### config.mk
export PLATFORM = sky130hd
export DESIGN_NAME = mic_clk_gen
export DESIGN_NICKNAME = d
export VERILOG_FILES = /design/src/rtl/clk_mgr_pkg.sv /design/src/rtl/sync_2ff.sv /design/src/rtl/mic_clk_gen.sv
export SDC_FILE = /design/constraint.sdc
export NUM_CORES = 1
export LEC_CHECK = 0
export ABC_AREA = 0
export CAP_MARGIN = 20
export CORE_AREA = 2 2 93 95
export DETAILED_ROUTE_END_ITERATION = 12
export DIE_AREA = 0 0 95 97
export SLEW_MARGIN = 0
export SYNTH_ARGS = -nofsm -noshare
export SYNTH_HDL_FRONTEND = slang
export SYNTH_SLANG_ARGS = --single-unit
### constraint.sdc
create_clock -name clk_in -period 6.04 [get_ports clk_in]
set_input_delay 0.906 -clock clk_in [delete_from_list [all_inputs] [get_ports clk_in]]
set_output_delay 0.906 -clock clk_in [all_outputs]
set_load 0.05 [all_outputs]
### src/rtl/clk_mgr_pkg.sv
// rtl/clk_mgr_pkg.sv - shared state encoding and limits for the mic clock manager
package clk_mgr_pkg;

  typedef enum logic [1:0] {
    ST_WAIT_LOCK = 2'd0,
    ST_IDLE      = 2'd1,
    ST_RUN       = 2'd2,
    ST_DRAIN     = 2'd3
  } state_t;

  localparam int MIN_DIV = 2;

endpackage

### src/rtl/sync_2ff.sv
// rtl/sync_2ff.sv - two-flop synchronizer for a single asynchronous level
module sync_2ff (
  input  logic clk,
  input  logic rst_n,
  input  logic d,
  output logic q
);

  logic meta;

  always_ff @(posedge clk or negedge rst_n) begin
    if (!rst_n) begin
      meta <= 1'b0;
      q    <= 1'b0;
    end else begin
      meta <= d;
      q    <= meta;
    end
  end

endmodule

### src/rtl/mic_clk_gen.sv
// rtl/mic_clk_gen.sv - mic bit clock / word select / lock-qualified mic reset generator
module mic_clk_gen
  import clk_mgr_pkg::*;
#(
  parameter int DIV_W       = 8,
  parameter int DIV_DEFAULT = 30,
  parameter int FRAME_BITS  = 64,
  parameter int LOCK_WAIT   = 1024
) (
  input  logic             clk_in,
  input  logic             rst_n,
  input  logic             pll_lock,
  input  logic             en,
  input  logic [DIV_W-1:0] cfg_div,
  input  logic             cfg_load,
  output logic             sck,
  output logic             sck_rise,
  output logic             sck_fall,
  output logic             ws,
  output logic             frame_start,
  output logic             rst_mic_n,
  output logic             cfg_pend,
  output logic             running
);

  localparam int BCW = (FRAME_BITS > 1) ? $clog2(FRAME_BITS) : 1;
  localparam int LCW = (LOCK_WAIT > 1) ? $clog2(LOCK_WAIT) : 1;

  logic             lock_s;
  state_t           state, state_nxt;
  logic [LCW-1:0]   lock_cnt;
  logic [DIV_W-1:0] cur_div, pend_div, eff_div, half, hc;
  logic [BCW-1:0]   bc, bc_inc;
  logic             active, half_done, fall_now, boundary, apply_now;
  logic             rst_mic_n_d, running_d;

  sync_2ff u_lock_sync (
    .clk   (clk_in),
    .rst_n (rst_n),
    .d     (pll_lock),
    .q     (lock_s)
  );

  // Even period, never below MIN_DIV, so high and low phases are always equal.
  always_comb begin
    eff_div    = (cur_div < DIV_W'(MIN_DIV)) ? DIV_W'(MIN_DIV) : cur_div;
    eff_div[0] = 1'b0;
    half       = eff_div >> 1;
  end

  assign active    = (state == ST_RUN) || (state == ST_DRAIN);
  assign half_done = active && (hc == half - DIV_W'(1));
  assign fall_now  = half_done && sck;
  assign boundary  = fall_now && (bc == BCW'(FRAME_BITS - 1));
  assign bc_inc    = bc + BCW'(1);
  assign apply_now = cfg_pend && (active ? boundary : 1'b1);

  always_ff @(posedge clk_in or negedge rst_n) begin
    if (!rst_n) state <= ST_WAIT_LOCK;
    else        state <= state_nxt;
  end

  always_comb begin
    state_nxt = state;
    if (!lock_s) begin
      state_nxt = ST_WAIT_LOCK;
    end else begin
      case (state)
        ST_WAIT_LOCK: if (lock_cnt == LCW'(LOCK_WAIT - 1)) state_nxt = ST_IDLE;
        ST_IDLE:      if (en) state_nxt = ST_RUN;
        ST_RUN:       if (!en) state_nxt = ST_DRAIN;
        ST_DRAIN: begin
          if (en)            state_nxt = ST_RUN;
          else if (boundary) state_nxt = ST_IDLE;
        end
        default:      state_nxt = ST_WAIT_LOCK;
      endcase
    end
  end

  always_comb begin
    rst_mic_n_d = (state_nxt != ST_WAIT_LOCK);
    running_d   = (state_nxt == ST_RUN) || (state_nxt == ST_DRAIN);
  end

  always_ff @(posedge clk_in or negedge rst_n) begin
    if (!rst_n) begin
      rst_mic_n   <= 1'b0;
      running     <= 1'b0;
      lock_cnt    <= '0;
      hc          <= '0;
      bc          <= '0;
      sck         <= 1'b0;
      ws          <= 1'b0;
      sck_rise    <= 1'b0;
      sck_fall    <= 1'b0;
      frame_start <= 1'b0;
    end else begin
      rst_mic_n   <= rst_mic_n_d;
      running     <= running_d;
      sck_rise    <= 1'b0;
      sck_fall    <= 1'b0;
      frame_start <= 1'b0;

      if (state == ST_WAIT_LOCK && lock_s) lock_cnt <= lock_cnt + LCW'(1);
      else                                 lock_cnt <= '0;

      if (!lock_s) begin
        hc  <= '0;
        bc  <= '0;
        sck <= 1'b0;
        ws  <= 1'b0;
      end else if (state == ST_IDLE && en) begin
        hc          <= '0;
        bc          <= '0;
        sck         <= 1'b0;
        ws          <= 1'b0;
        frame_start <= 1'b1;
      end else if (active) begin
        if (half_done) begin
          hc       <= '0;
          sck      <= ~sck;
          sck_rise <= ~sck;
          sck_fall <= sck;
          if (fall_now) begin
            bc          <= boundary ? '0 : bc_inc;
            ws          <= boundary ? 1'b0 : (bc_inc >= BCW'(FRAME_BITS / 2));
            // A drain that is not cancelled ends the frame silently.
            frame_start <= boundary && !(state == ST_DRAIN && !en);
          end
        end else begin
          hc <= hc + DIV_W'(1);
        end
      end else begin
        hc  <= '0;
        bc  <= '0;
        sck <= 1'b0;
        ws  <= 1'b0;
      end
    end
  end

  // A load in the boundary cycle itself stays pending for the following frame.
  always_ff @(posedge clk_in or negedge rst_n) begin
    if (!rst_n) begin
      cur_div  <= DIV_W'(DIV_DEFAULT);
      pend_div <= DIV_W'(DIV_DEFAULT);
      cfg_pend <= 1'b0;
    end else begin
      if (apply_now) cur_div <= pend_div;
      if (cfg_load) begin
        pend_div <= cfg_div;
        cfg_pend <= 1'b1;
      end else if (apply_now) begin
        cfg_pend <= 1'b0;
      end
    end
  end

endmodule
Word level (Yosys, flattened, before mapping)
Cells that the tools add are included.
{"block": "op_classes", "add_sub_neg": 4, "n_lt_le_gt_ge": 2, "eq_ne": 10, "muxes": 45, "n_bitwise": 1, "reduce_logical": 16}
{"cell": "8-bit two-way mux", "n": 5}
{"cell": "6-bit two-way mux", "n": 6}
{"cell": "1-bit two-way mux", "n": 26}
{"cell": "2-bit two-way mux", "n": 6}
{"cell": "10-bit by 1-bit adder with 10-bit output, second input constant", "n": 1}
{"cell": "10-bit equality test, second input constant", "n": 1}
{"cell": "10-bit two-way mux", "n": 1}
{"cell": "8-bit by 1-bit adder with 8-bit output, second input constant", "n": 1}
{"cell": "2-bit equality test, second input constant", "n": 4}
{"cell": "8-bit equality test", "n": 1}
{"cell": "1-bit logical AND", "n": 8}
{"cell": "8-bit by 2-bit less-than comparator with 1-bit output, second input constant", "n": 1}
{"cell": "4-bit inequality test, second input constant", "n": 2}
{"cell": "2-bit case mux with 4 select lines", "n": 1}
{"cell": "7-bit by 1-bit subtractor with 8-bit output, second input constant", "n": 1}
{"cell": "6-bit by 1-bit adder with 6-bit output, second input constant", "n": 1}
{"cell": "6-bit equality test, second input constant", "n": 1}
{"cell": "6-bit greater-or-equal comparator, second input constant", "n": 1}
{"cell": "2-bit nonzero test", "n": 2}
{"cell": "2-bit by 1-bit equality test with 1-bit output, second input constant", "n": 1}
{"cell": "1-bit logical NOT", "n": 2}
{"cell": "2-bit logical NOT", "n": 1}
{"cell": "1-bit logical OR", "n": 2}
{"cell": "2-bit AND reduction", "n": 1}
{"cell": "1-bit inverter", "n": 1}
{"block": "totals", "ff_bits": 52, "input_bits": 13, "output_inout_bits": 8, "wordCells": 94}

Logic depth before layout (Yosys ltp)
Gate-level depths: netlist of run 1.
{"block": "depth", "depth_word": 13, "mapped_depth": 10, "ltp_nobuf": 9}

By module
From an unflattened synthesis of run 1, not the netlist that was laid out.
{"block": "unflattened", "hier_cells": 250, "hier_area_um2": 2643.8}
{"module": "mic_clk_gen", "instances": 1, "cells_per_inst": 248, "area_per_inst_um2": 2593.7, "seq_area_each_um2": 1211.2}
{"module": "sync_2ff", "instances": 1, "cells_per_inst": 2, "area_per_inst_um2": 50.0, "seq_area_each_um2": 50.0}

Worst setup path before layout of run 1
OpenSTA, ideal clock, no wires.
{"block": "synth_path", "kind": "reg2reg", "from": "reg cur_div[7]", "to": "reg cur_div[5]", "setup_ps": 125, "t_arrival_ps": 2679, "required_ps": 5915, "setup_slack_ps": 3237, "path_stages_with_launch": 10, "n_path_buf": 0, "period_less_slack_ps": 2803, "path_cell_list": "dfrtp_1 nor4_1 a21oi_1 ha_1 nor3b_2 and3_1 o211a_1 or3_4 a41oi_4 mux2_2"}
{"block": "synth_via", "elab_chain_len": 9}
{"item": "start: declaration", "line_no": "mic_clk_gen.sv:32", "source": "logic [DIV_W-1:0] cur_div, pend_div, eff_div, half, hc;"}
{"item": "start signal: assignment", "line_no": "mic_clk_gen.sv:146", "source": "cur_div <= DIV_W'(DIV_DEFAULT);"}
{"item": "start signal: assignment", "line_no": "mic_clk_gen.sv:150", "source": "if (apply_now) cur_div <= pend_div;"}
{"item": "8-bit by 2-bit less-than comparator with 1-bit output", "line_no": "mic_clk_gen.sv:46", "source": "eff_div = (cur_div < DIV_W'(MIN_DIV)) ? DIV_W'(MIN_DIV) : cur_div;"}
{"item": "8-bit two-way mux *", "line_no": "mic_clk_gen.sv:46"}
{"item": "7-bit by 1-bit subtractor with 8-bit output *", "line_no": "mic_clk_gen.sv:52", "source": "assign half_done = active && (hc == half - DIV_W'(1));"}
{"item": "8-bit equality test *", "line_no": "mic_clk_gen.sv:52"}
{"item": "1-bit logical AND *", "line_no": "mic_clk_gen.sv:52"}
{"item": "1-bit logical AND *", "line_no": "mic_clk_gen.sv:53", "source": "assign fall_now = half_done && sck;"}
{"item": "1-bit logical AND *", "line_no": "mic_clk_gen.sv:54", "source": "assign boundary = fall_now && (bc == BCW'(FRAME_BITS - 1));"}
{"item": "1-bit two-way mux *", "line_no": "mic_clk_gen.sv:56", "source": "assign apply_now = cfg_pend && (active ? boundary : 1'b1);"}
{"item": "1-bit logical AND *", "line_no": "mic_clk_gen.sv:56"}
Mark *: on every way between the ends. The rest lies on a longest branch, timed or not.
A chain may end at the register's enable or synchronous reset.

Worst setup path in the final report of run 1
{"block": "layout_path", "from": "reg cur_div[6]", "to": "reg cur_div[7]"}
The elaborated chain is that of the path after synthesis.

==> results of run 1 <==
kinds of logic (layout without fill, tap and decap cells):
logic type      Yosys count  in the layout  share of synthesized area
fa+ha+maj                 4              4                    0.02083
compound gates           33             33                     0.1104
xor+xnor                 20             20                    0.07292
buf+inv                   8             33                    0.01563
flops                    50             50                     0.5250
mux                      14             14                    0.06562
simple gates             83             83                     0.1896
cell type report:
class / count / area [sq um]
Fill cell: 806 / 5314
Sequential cell: 50 / 1261
Multi-Input combinational cell: 154 / 1104
Timing Repair Buffer: 20 / 192.7
Tap cell: 105 / 131.4
Clock buffer: 5 / 68.82
Clock inverter: 3 / 43.79
Inverter: 5 / 18.77
stage by stage:
stage	power, mW	util	cell area (sq um)	hold WS [ps]
6_report	0.6766	0.3467	2820	358.8
5_1_grt	0.7081	0.3467	2820	364.5
4_1_cts	0.6897	0.3467	2820	360.0
3_5_place_dp	0.4485	0.3329	2708	337.1
3_3_place_gp	0.4459	0.3329	2708	334.1
2_1_floorplan	0.4231	-	2402	331.2
registers in the layout, summed over array words and instances (netlist names), 2 cells and up:
register,cells
bc,6
cur_div,7
hc,8
lock_cnt,10
pend_div,7
state,2
cells in the final DEF, fill, tap and decap left out, drive strengths merged, types with 7 or more instances in the layout:
cell,count
xor2,13
xnor2,7
dfstp,8
a21oi,8
and3,8
mux2,14
clkdlybuf4s50,18
nand2,9
nand3,16
nor2,23
dfrtp,42
where the power goes:
part	internal, mW	switching [mW]
Clock	0.124	0.112
Combinational	0.0357	0.0367
Sequential	0.354	0.0141
Total	0.514	0.163
worst max-delay path by stage:
| stage | startpoint | end | slack [ps] |
|---|---|---|---|
| 6_report | cur_div[6]$_DFFE_PN0P_ | cur_div[7]$_DFFE_PN0P_ | 2930 |
| 5_1_grt | cur_div[6]$_DFFE_PN0P_ | bc[5]$_DFFE_PN0P_ | 2740 |
| 4_1_cts | cur_div[6]$_DFFE_PN0P_ | cur_div[7]$_DFFE_PN0P_ | 2910 |
| 3_5_place_dp | cur_div[6]$_DFFE_PN0P_ | cur_div[7]$_DFFE_PN0P_ | 2940 |
| 3_3_place_gp | cur_div[6]$_DFFE_PN0P_ | cur_div[7]$_DFFE_PN0P_ | 3040 |
| 2_1_floorplan | cur_div[7]$_DFFE_PN0P_ | cur_div[5]$_DFFE_PN0P_ | 3240 |
layer usage:
| layer | global-route usage | part of all wire |
|---|---|---|
| met1 | 0.1382 | 0.49 |
| met2 | 0.1555 | 0.46 |
| met3 | 0.02570 | 0.035 |
| met4 | 0.04125 | 0.016 |
| met5 | 0 | 0 |
worst reg2reg max path: stages (launching register included):
cell and delay, ps:
dfrtp_1 450, nor4_1 380, a21oi_1 170, ha_1 250
nor3b_2 170, and3_1 180, o211a_1 270, or3_4 430
a41oi_4 320, mux2_2 370
==> metrics.yaml, run 1 <==
row_count: 33
cts-resized-gates: 0
dieArea_sq_um: 9215
mappedNetlistNets: 229
path_delay_family: "simple AND/OR/NAND/NOR gates"
grt_max_degree: 51
synth.avg_cell_area_sq_um: 11.33
globalRouteOverflowTotal: 0
area_growth_pct: 17.40
hold_end: "u_lock_sync.q$_DFF_PN0_"
slowest_stage: "dfrtp_1"
postCtsHoldBufs: 0
antenna_found_initial: 0
drv_slew: 0
min_from: "u_lock_sync.meta$_DFF_PN0_"
holdPathStages: 0
viasPerCell: 4.731
ys_warn_count: 0
status: "complete, no violations"
root_buffer: "clkbuf_8"
startpoint_type: "flip-flop"
clockBufferDepth: 2
numCtsBuffers: 5
reg2reg_from: "cur_div[6]$_DFFE_PN0P_"
vdd_drop_max_uv: 93.60
synth_common_cells: "dfrtp_1 (42), nor2_1 (23), nand3_1 (16)"
synth_async_sr_flop_share: 1.000
antenna_left: 0
cp_data_required_time_ps: 6230
dp_slack_ps: 2941
cpPeakStageDelay_ps: 450
r2r_cells: 9
initial_core_util: 0.2953
layout-drive-gt1-share: 0.1857
post-synth-top-count-cell: "dfrtp_1"
period_minus_slack_ps: 3112
yosysTopAreaCell: "dfrtp_1"
io_buffer_count: 19
setup_ws_ps: 2928
grt_pass1_vias: 1623
path_class: "reg2reg"
finalNetCount: 253
firstDrtPassIters: 4
clkTransAtPathRegs_ps: 90
htreeDepth: 2
crit_fanout: 7
post_cts_buffers: 0
insertedDiodeCount: 0
ys_seq_elements: 50
final_cells: 342
cts_tree: "yes"
dp_hpwl_um: 3010
r2r_slack_ps: 2930
io_pins: 21
drt_iter0_drc: 59
postSynthCellCount: 212
place_inst: 334
yosysSeqAreaShare: 0.5250
dieHeight_um: 97
insertion_delay_ps: 310
finalSetupTns_ps: 0
slew_headroom: 0.5029
finalCritPeriodShare: 0.5152
cp-end-kind: "flip-flop"
rsz0062_at_grt: "no"
powerDensity_nw_per_um2: 239.9
finalWirelength_um: 4293
cp.depth: 9
cts.sinks: 50
syn_area_sq_um: 2402
clock_skew_ps: 11.60
tightest_slew_ps: 739.3
fmax_mhz: 321.4
setup_viol: 0
synth_top_area_frac: 0.4375
die_w_um: 95
synth_cell_types: 46
drcViolationCount: 0
synth_ff_type: "dfrtp_1"
drv_cap: 0
synth-edff-count: 0
crit_chain: "nor4_1 > a21oi_1 > ha_1 > nor3b_2 > and3_1 > o211a_1 > or3_4 > a41oi_4 > mux2_2"
cp_num_buf_inv: 0
r2r-end: "cur_div[7]$_DFFE_PN0P_"
arrival_ps: 3310
grt_pass1_wl_um: 7548
synth.area.top_cells: "dfrtp_1 (44%), dfstp_2 (8.8%), mux2_2 (6.6%)"
fp.coreArea_sq_um: 8134
power.leakage_nw: 1.169
finalHoldViolCount: 0
wl_per_cell_um: 12.55
gp_congestion: 0.7967
grt_usage: 0.1022
worstHoldPathType: "reg2reg"
vias: 1618
No activity file was read; power rests on OpenSTA's default activity.
==> run 2: changes to the inputs <==
clock period = 3.2 ns   (was 6.04 ns; I/O delays follow)
==> run 2 against run 1 <==
Clock-buffer cell count did not move. Die area stayed put. Register-to-register slack lost 2800 ps. Largest power group unchanged. Fmax is 2.9% higher. Clock power grew 120%. Routed wire length increased by 2.1%. Cell area rose by 1.4%. Via count is 2.0% higher.
==> metrics.yaml, run 2 (synthesis results as in run 1) <==
status: "complete, no violations"  # unchanged
postCtsHoldBufs: 0  # unchanged
gp_congestion: 0.7441  # was 0.7967
clockBufferDepth: 2  # unchanged
drv_cap: 0  # unchanged
finalNetCount: 255  # was 253
place_inst: 336  # was 334
initial_core_util: 0.2953  # unchanged
firstDrtPassIters: 4  # unchanged
combPwrFrac: 0.100  # was 0.107
final_cell_mix: "dfrtp_1 (42), nor2_1 (23), clkdlybuf4s50_1 (18)"  # unchanged
seqCellArea_sq_um: 1261  # unchanged
io_pins: 21  # unchanged
drcViolationCount: 0  # unchanged
drt_iter0_drc: 62  # was 59
slew_headroom: 0.5171  # was 0.5029
layout-drive-gt1-share: 0.1925  # was 0.1857
dieArea_sq_um: 9215  # unchanged
power_switching_uw: 311.7  # was 162.8 uW
clkTransAtPathRegs_ps: 100  # was 90 ps
dp_hpwl_um: 3176  # was 3010 um
clock_skew_ps: 13.50  # was 11.60 ps
dp_slack_ps: 176.2  # was 2941 ps
insertedDiodeCount: 0  # unchanged
insertion_delay_ps: 310  # about the same
cts.sinks: 50  # unchanged
vdd_drop_max_uv: 226.4  # was 93.60 uV
r2r_slack_ps: 170  # was 2930 ps
dieHeight_um: 97  # unchanged
finalSetupTns_ps: 0  # unchanged
fmax_mhz: 330.5  # was 321.4 MHz
finalWirelength_um: 4384  # was 4293 um
root_buffer: "clkbuf_8"  # unchanged
finalCritPeriodShare: 0.9454  # was 0.5152
vias: 1651  # was 1618
antenna_found_initial: 0  # unchanged
swShare: 0.2291  # was 0.2406
globalRouteOverflowTotal: 0  # unchanged
finalHoldViolCount: 0  # unchanged
grt_max_degree: 34  # was 51
cp_data_required_time_ps: 3390  # was 6230 ps
row_count: 33  # unchanged
power_frac_seq: 0.511  # was 0.544
internal_power_mw: 1.049  # was 513.9 uW
final_common_cell: "dfrtp_1"  # unchanged
layout_top_registers: "lock_cnt: 10 flops, hc: 8 flops"  # unchanged
final_cells: 344  # was 342
grt_usage: 0.1055  # was 0.1022
viasPerCell: 4.799  # was 4.731
setup_viol: 0  # unchanged
nFillCells: 815  # was 806
area_growth_pct: 19.06  # was 17.40%
clkPwrFrac: 0.389  # was 0.349
drv_slew: 0  # unchanged
fp.coreArea_sq_um: 8134  # unchanged
numCtsBuffers: 5  # unchanged
cp-end-kind: "flip-flop"  # unchanged
startpoint_type: "flip-flop"  # unchanged
setup_ws_ps: 174.6  # was 2928 ps
wl_per_cell_um: 12.74  # was 12.55 um
crit_fanout: 7  # unchanged
io_buffer_count: 19  # unchanged
largest_reg_flops: 10  # unchanged
rsz0062_at_grt: "no"  # unchanged
tightest_slew_ps: 724.3  # was 739.3 ps
fin_hold_ws_ps: 213.6  # was 358.8 ps
antenna_left: 0  # unchanged
grt_pass1_vias: 1663  # was 1623
multi_input_area_sq_um: 1104  # unchanged
die_w_um: 95  # unchanged
power_mw: 1.360  # was 676.6 uW
path_class: "reg2reg"  # unchanged
power.leakage_nw: 1.188  # was 1.169 nW
cts-resized-gates: 0  # unchanged
worstHoldPathType: "in2async"  # was reg2reg
period_minus_slack_ps: 3025  # was 3112 ps
grt_pass1_wl_um: 7790  # was 7548 um
cts_tree: "yes"  # unchanged
powerDensity_nw_per_um2: 475.6  # was 239.9 nW/um^2
largest-register: "lock_cnt"  # unchanged
arrival_ps: 3220  # was 3310 ps
post_cts_buffers: 0  # unchanged
htreeDepth: 2  # unchanged
## run 2: cell types whose count changed in the layout (fill, tap and decap cells not counted), sizes merged
cell | previous run | this run
buf | 2 | 4
bufinv | 1 | 2
inv | 6 | 5
## run 2: area by class of cell
type                       count  share of cell area
clock buffer                   5             0.02406
clock inverter                 3             0.02406
inverter                       5            0.006562
multi-input combinational    154              0.3858
sequential                    50              0.4409
tap                          105             0.04593
timing repair buffer          22             0.07262
## run 2: layer usage
metal  track usage  routed length, um
met3       0.02882                153
met5             0                  0
met4       0.03344                 65
met2        0.1566               1982
met1        0.1491               2183
## run 2: final timing paths
| check | endpoint | cells past startpoint | start |
|---|---|---|---|
| worst max-delay path | cur_div[5]$_DFFE_PN0P_ | 9 | cur_div[6]$_DFFE_PN0P_ |
| worst min-delay path | sck_fall$_DFF_PN0_ | 1 | rst_n |
| worst max register to register | cur_div[5]$_DFFE_PN0P_ | 9 | cur_div[6]$_DFFE_PN0P_ |
| worst min register to register | u_lock_sync.q$_DFF_PN0_ | 0 | u_lock_sync.meta$_DFF_PN0_ |
| max in group asynchronous | cur_div[1]$_DFFE_PN1P_ | 2 | rst_n |
| min in group clk_in | u_lock_sync.q$_DFF_PN0_ | 0 | u_lock_sync.meta$_DFF_PN0_ |
## run 2: stage by stage
step	utilization	cell area [sq um]
4_1_cts	0.3516	2860
3_5_place_dp	0.3347	2723
2_1_floorplan	-	2402
3_3_place_gp	0.3347	2723
6_report	0.3516	2860
5_1_grt	0.3516	2860
## run 2: power groups by stage
stage | combinational [mW] | clock [mW] | sequential [mW]
after floorplan | 0.0973 | 0 | 0.701
after global placement | 0.135 | 0 | 0.706
after detailed placement | 0.138 | 0 | 0.708
after CTS | 0.139 | 0.548 | 0.696
after global routing | 0.152 | 0.573 | 0.701
final | 0.137 | 0.529 | 0.695
## run 2: critical path: stages (launching register included)
cell     delay [ps]
dfrtp_1         440
nor4_1          320
a21oi_1         160
ha_1            250
nor3b_2         170
and3_1          180
o211a_1         270
or3_4           430
a41oi_4         320
mux2_2          370
==> run 3: changes to the inputs <==
HOLD_SLACK_MARGIN = 0.08   (was default)
MAX_ROUTING_LAYER = met4   (was default)
==> run 3 against run 2 <==
Non-clock buffer count unchanged. Die area stayed put. Clock-buffer cell count unchanged. Clock power about the same. Routed wire length increased by 0.27%. Sequential power is essentially flat. Cell count unchanged. Sequential cell count did not move. Power barely moved. Clock skew barely moved. Sequential share of layout area unchanged. Hold slack worse by 0.65 ps. Largest cell class unchanged. Largest power group unchanged.
==> metrics.yaml, run 3 (synthesis results as in run 1) <==
status: "complete, no violations"  # unchanged
place_inst: 336  # unchanged
firstDrtPassIters: 4  # unchanged
final_util: 0.3516  # unchanged
power_switching_uw: 312.9  # was 311.7 uW
grt_usage: 0.1086  # was 0.1055
cts_tree: "yes"  # unchanged
finalNetCount: 255  # unchanged
fmax_mhz: 330.4  # was 330.5 MHz
worstHoldPathType: "in2async"  # unchanged
insertedDiodeCount: 0  # unchanged
viasPerCell: 4.805  # was 4.799
io_buffer_count: 19  # unchanged
cts-resized-gates: 0  # unchanged
rsz0062_at_grt: "no"  # unchanged
largest-register: "lock_cnt"  # unchanged
startpoint_type: "flip-flop"  # unchanged
initial_core_util: 0.2953  # unchanged
r2r_slack_ps: 170  # about the same
root_buffer: "clkbuf_8"  # unchanged
final_cells: 344  # unchanged
fin_hold_ws_ps: 213.0  # was 213.6 ps
grt_pass1_vias: 1663  # unchanged
clkPwrFrac: 0.389  # about the same
grt_pass1_wl_um: 7797  # was 7790 um
die_w_um: 95  # unchanged
clockBufferDepth: 2  # unchanged
antenna_left: 0  # unchanged
vias: 1653  # was 1651
internal_power_mw: 1.049  # about the same
reg2reg_from: "cur_div[6]$_DFFE_PN0P_"  # unchanged
power_mw: 1.362  # was 1.360 mW
period_minus_slack_ps: 3027  # was 3025 ps
clkTransAtPathRegs_ps: 100  # about the same
htreeDepth: 2  # unchanged
finalHoldViolCount: 0  # unchanged
dp_slack_ps: 176.2  # unchanged
finalCritPeriodShare: 0.9459  # was 0.9454
slew_headroom: 0.5170  # was 0.5171
dp_hpwl_um: 3176  # unchanged
drcViolationCount: 0  # unchanged
clock_skew_ps: 13.69  # was 13.50 ps
dieArea_sq_um: 9215  # unchanged
combPwrFrac: 0.100  # about the same
dpl_cell_area_sq_um: 2723  # unchanged
cpPeakStageDelay_ps: 440  # about the same
crit_chain: "nor4_1 > a21oi_1 > ha_1 > nor3b_2 > and3_1 > o211a_1 > or3_4 > a41oi_4 > mux2_2"  # unchanged
finalSetupTns_ps: 0  # unchanged
postCtsHoldBufs: 0  # unchanged
seqCellArea_sq_um: 1261  # unchanged
globalRouteOverflowTotal: 0  # unchanged
io_pins: 21  # unchanged
area_growth_pct: 19.06  # unchanged
numCtsBuffers: 5  # unchanged
dieHeight_um: 97  # unchanged
drv_slew: 0  # unchanged
fp.coreArea_sq_um: 8134  # unchanged
cp-end-kind: "flip-flop"  # unchanged
startpoint: "cur_div[6]$_DFFE_PN0P_"  # unchanged
swShare: 0.2298  # was 0.2291
insertion_delay_ps: 310  # about the same
power.leakage_nw: 1.188  # unchanged
setup_ws_ps: 173.0  # was 174.6 ps
crit_fanout: 7  # unchanged
drv_cap: 0  # unchanged
r2r_cells: 9  # unchanged
cp_data_required_time_ps: 3390  # about the same
arrival_ps: 3220  # about the same
slowest_stage: "dfrtp_1"  # unchanged
wl_per_cell_um: 12.78  # was 12.74 um
drt_iter0_drc: 73  # was 62
grt_max_degree: 34  # unchanged
largest_reg_flops: 10  # unchanged
cts.sinks: 50  # unchanged
final_common_cell: "dfrtp_1"  # unchanged
path_class: "reg2reg"  # unchanged
row_count: 33  # unchanged
finalWirelength_um: 4396  # was 4384 um
power_frac_seq: 0.510  # was 0.511
antenna_found_initial: 0  # unchanged
final_cell_mix: "dfrtp_1 (42), nor2_1 (23), clkdlybuf4s50_1 (18)"  # unchanged
multi_input_area_sq_um: 1104  # unchanged
tightest_slew_ps: 724.5  # was 724.3 ps
vdd_drop_max_uv: 226.4  # about the same
nFillCells: 815  # unchanged
gp_congestion: 0.7535  # was 0.7441
layout_top_registers: "lock_cnt: 10 flops, hc: 8 flops"  # unchanged
final_cell_area_sq_um: 2860  # unchanged
setup_viol: 0  # unchanged
powerDensity_nw_per_um2: 476.1  # was 475.6 nW/um^2
post_cts_buffers: 0  # unchanged
r2r-end: "cur_div[5]$_DFFE_PN0P_"  # unchanged
layout-drive-gt1-share: 0.1925  # unchanged
==> run 3: cell counts in the layout (fill, tap and decap cells not counted) <==
No cell type changed its count.
==> run 3: power by group through the flow <==
stage	Combinational (mW)	Sequential, mW	Clock (mW)
after detailed placement	0.138	0.708	0
after floorplan	0.0973	0.701	0
after global routing	0.152	0.701	0.572
final	0.137	0.695	0.530
after CTS	0.139	0.696	0.548
after global placement	0.135	0.706	0
==> run 3: worst max-delay path by stage <==
stage,end,slack (ps),cells past startpoint
after floorplan,cur_div[5]$_DFFE_PN0P_,400,9
after global placement,cur_div[7]$_DFFE_PN0P_,210,9
after detailed placement,cur_div[7]$_DFFE_PN0P_,180,9
after CTS,cur_div[5]$_DFFE_PN0P_,170,9
after global routing,cur_div[7]$_DFFE_PN0P_,40,9
final,cur_div[5]$_DFFE_PN0P_,170,9
==> run 3: layout make-up <==
cell class,count,area share
multi-input cells,154,0.3858
clock buffers,5,0.02406
flip-flops and latches,50,0.4409
inverters,5,0.006562
repair buffers,22,0.07262
clock inverters,3,0.02406
well taps,105,0.04593
==> run 3: per-layer routing <==
layer	wire length [um]	vias to the layer above	GRT usage
li1	-	811	-
met1	2186	812	0.1491
met2	2022	25	0.1582
met3	141	5	0.02726
met4	46	0	0.03344
met5	0	-	-
==> run 3: critical path: cells and delay by family, from the launching register on <==
| family | cells | cell delay, ps |
|---|---|---|
| and+or+nand+nor | 4 | 1100 |
| AOI/OAI and AO/OA | 3 | 750 |
| DFF | 1 | 440 |
| muxes | 1 | 370 |
| adders and majority gates | 1 | 250 |
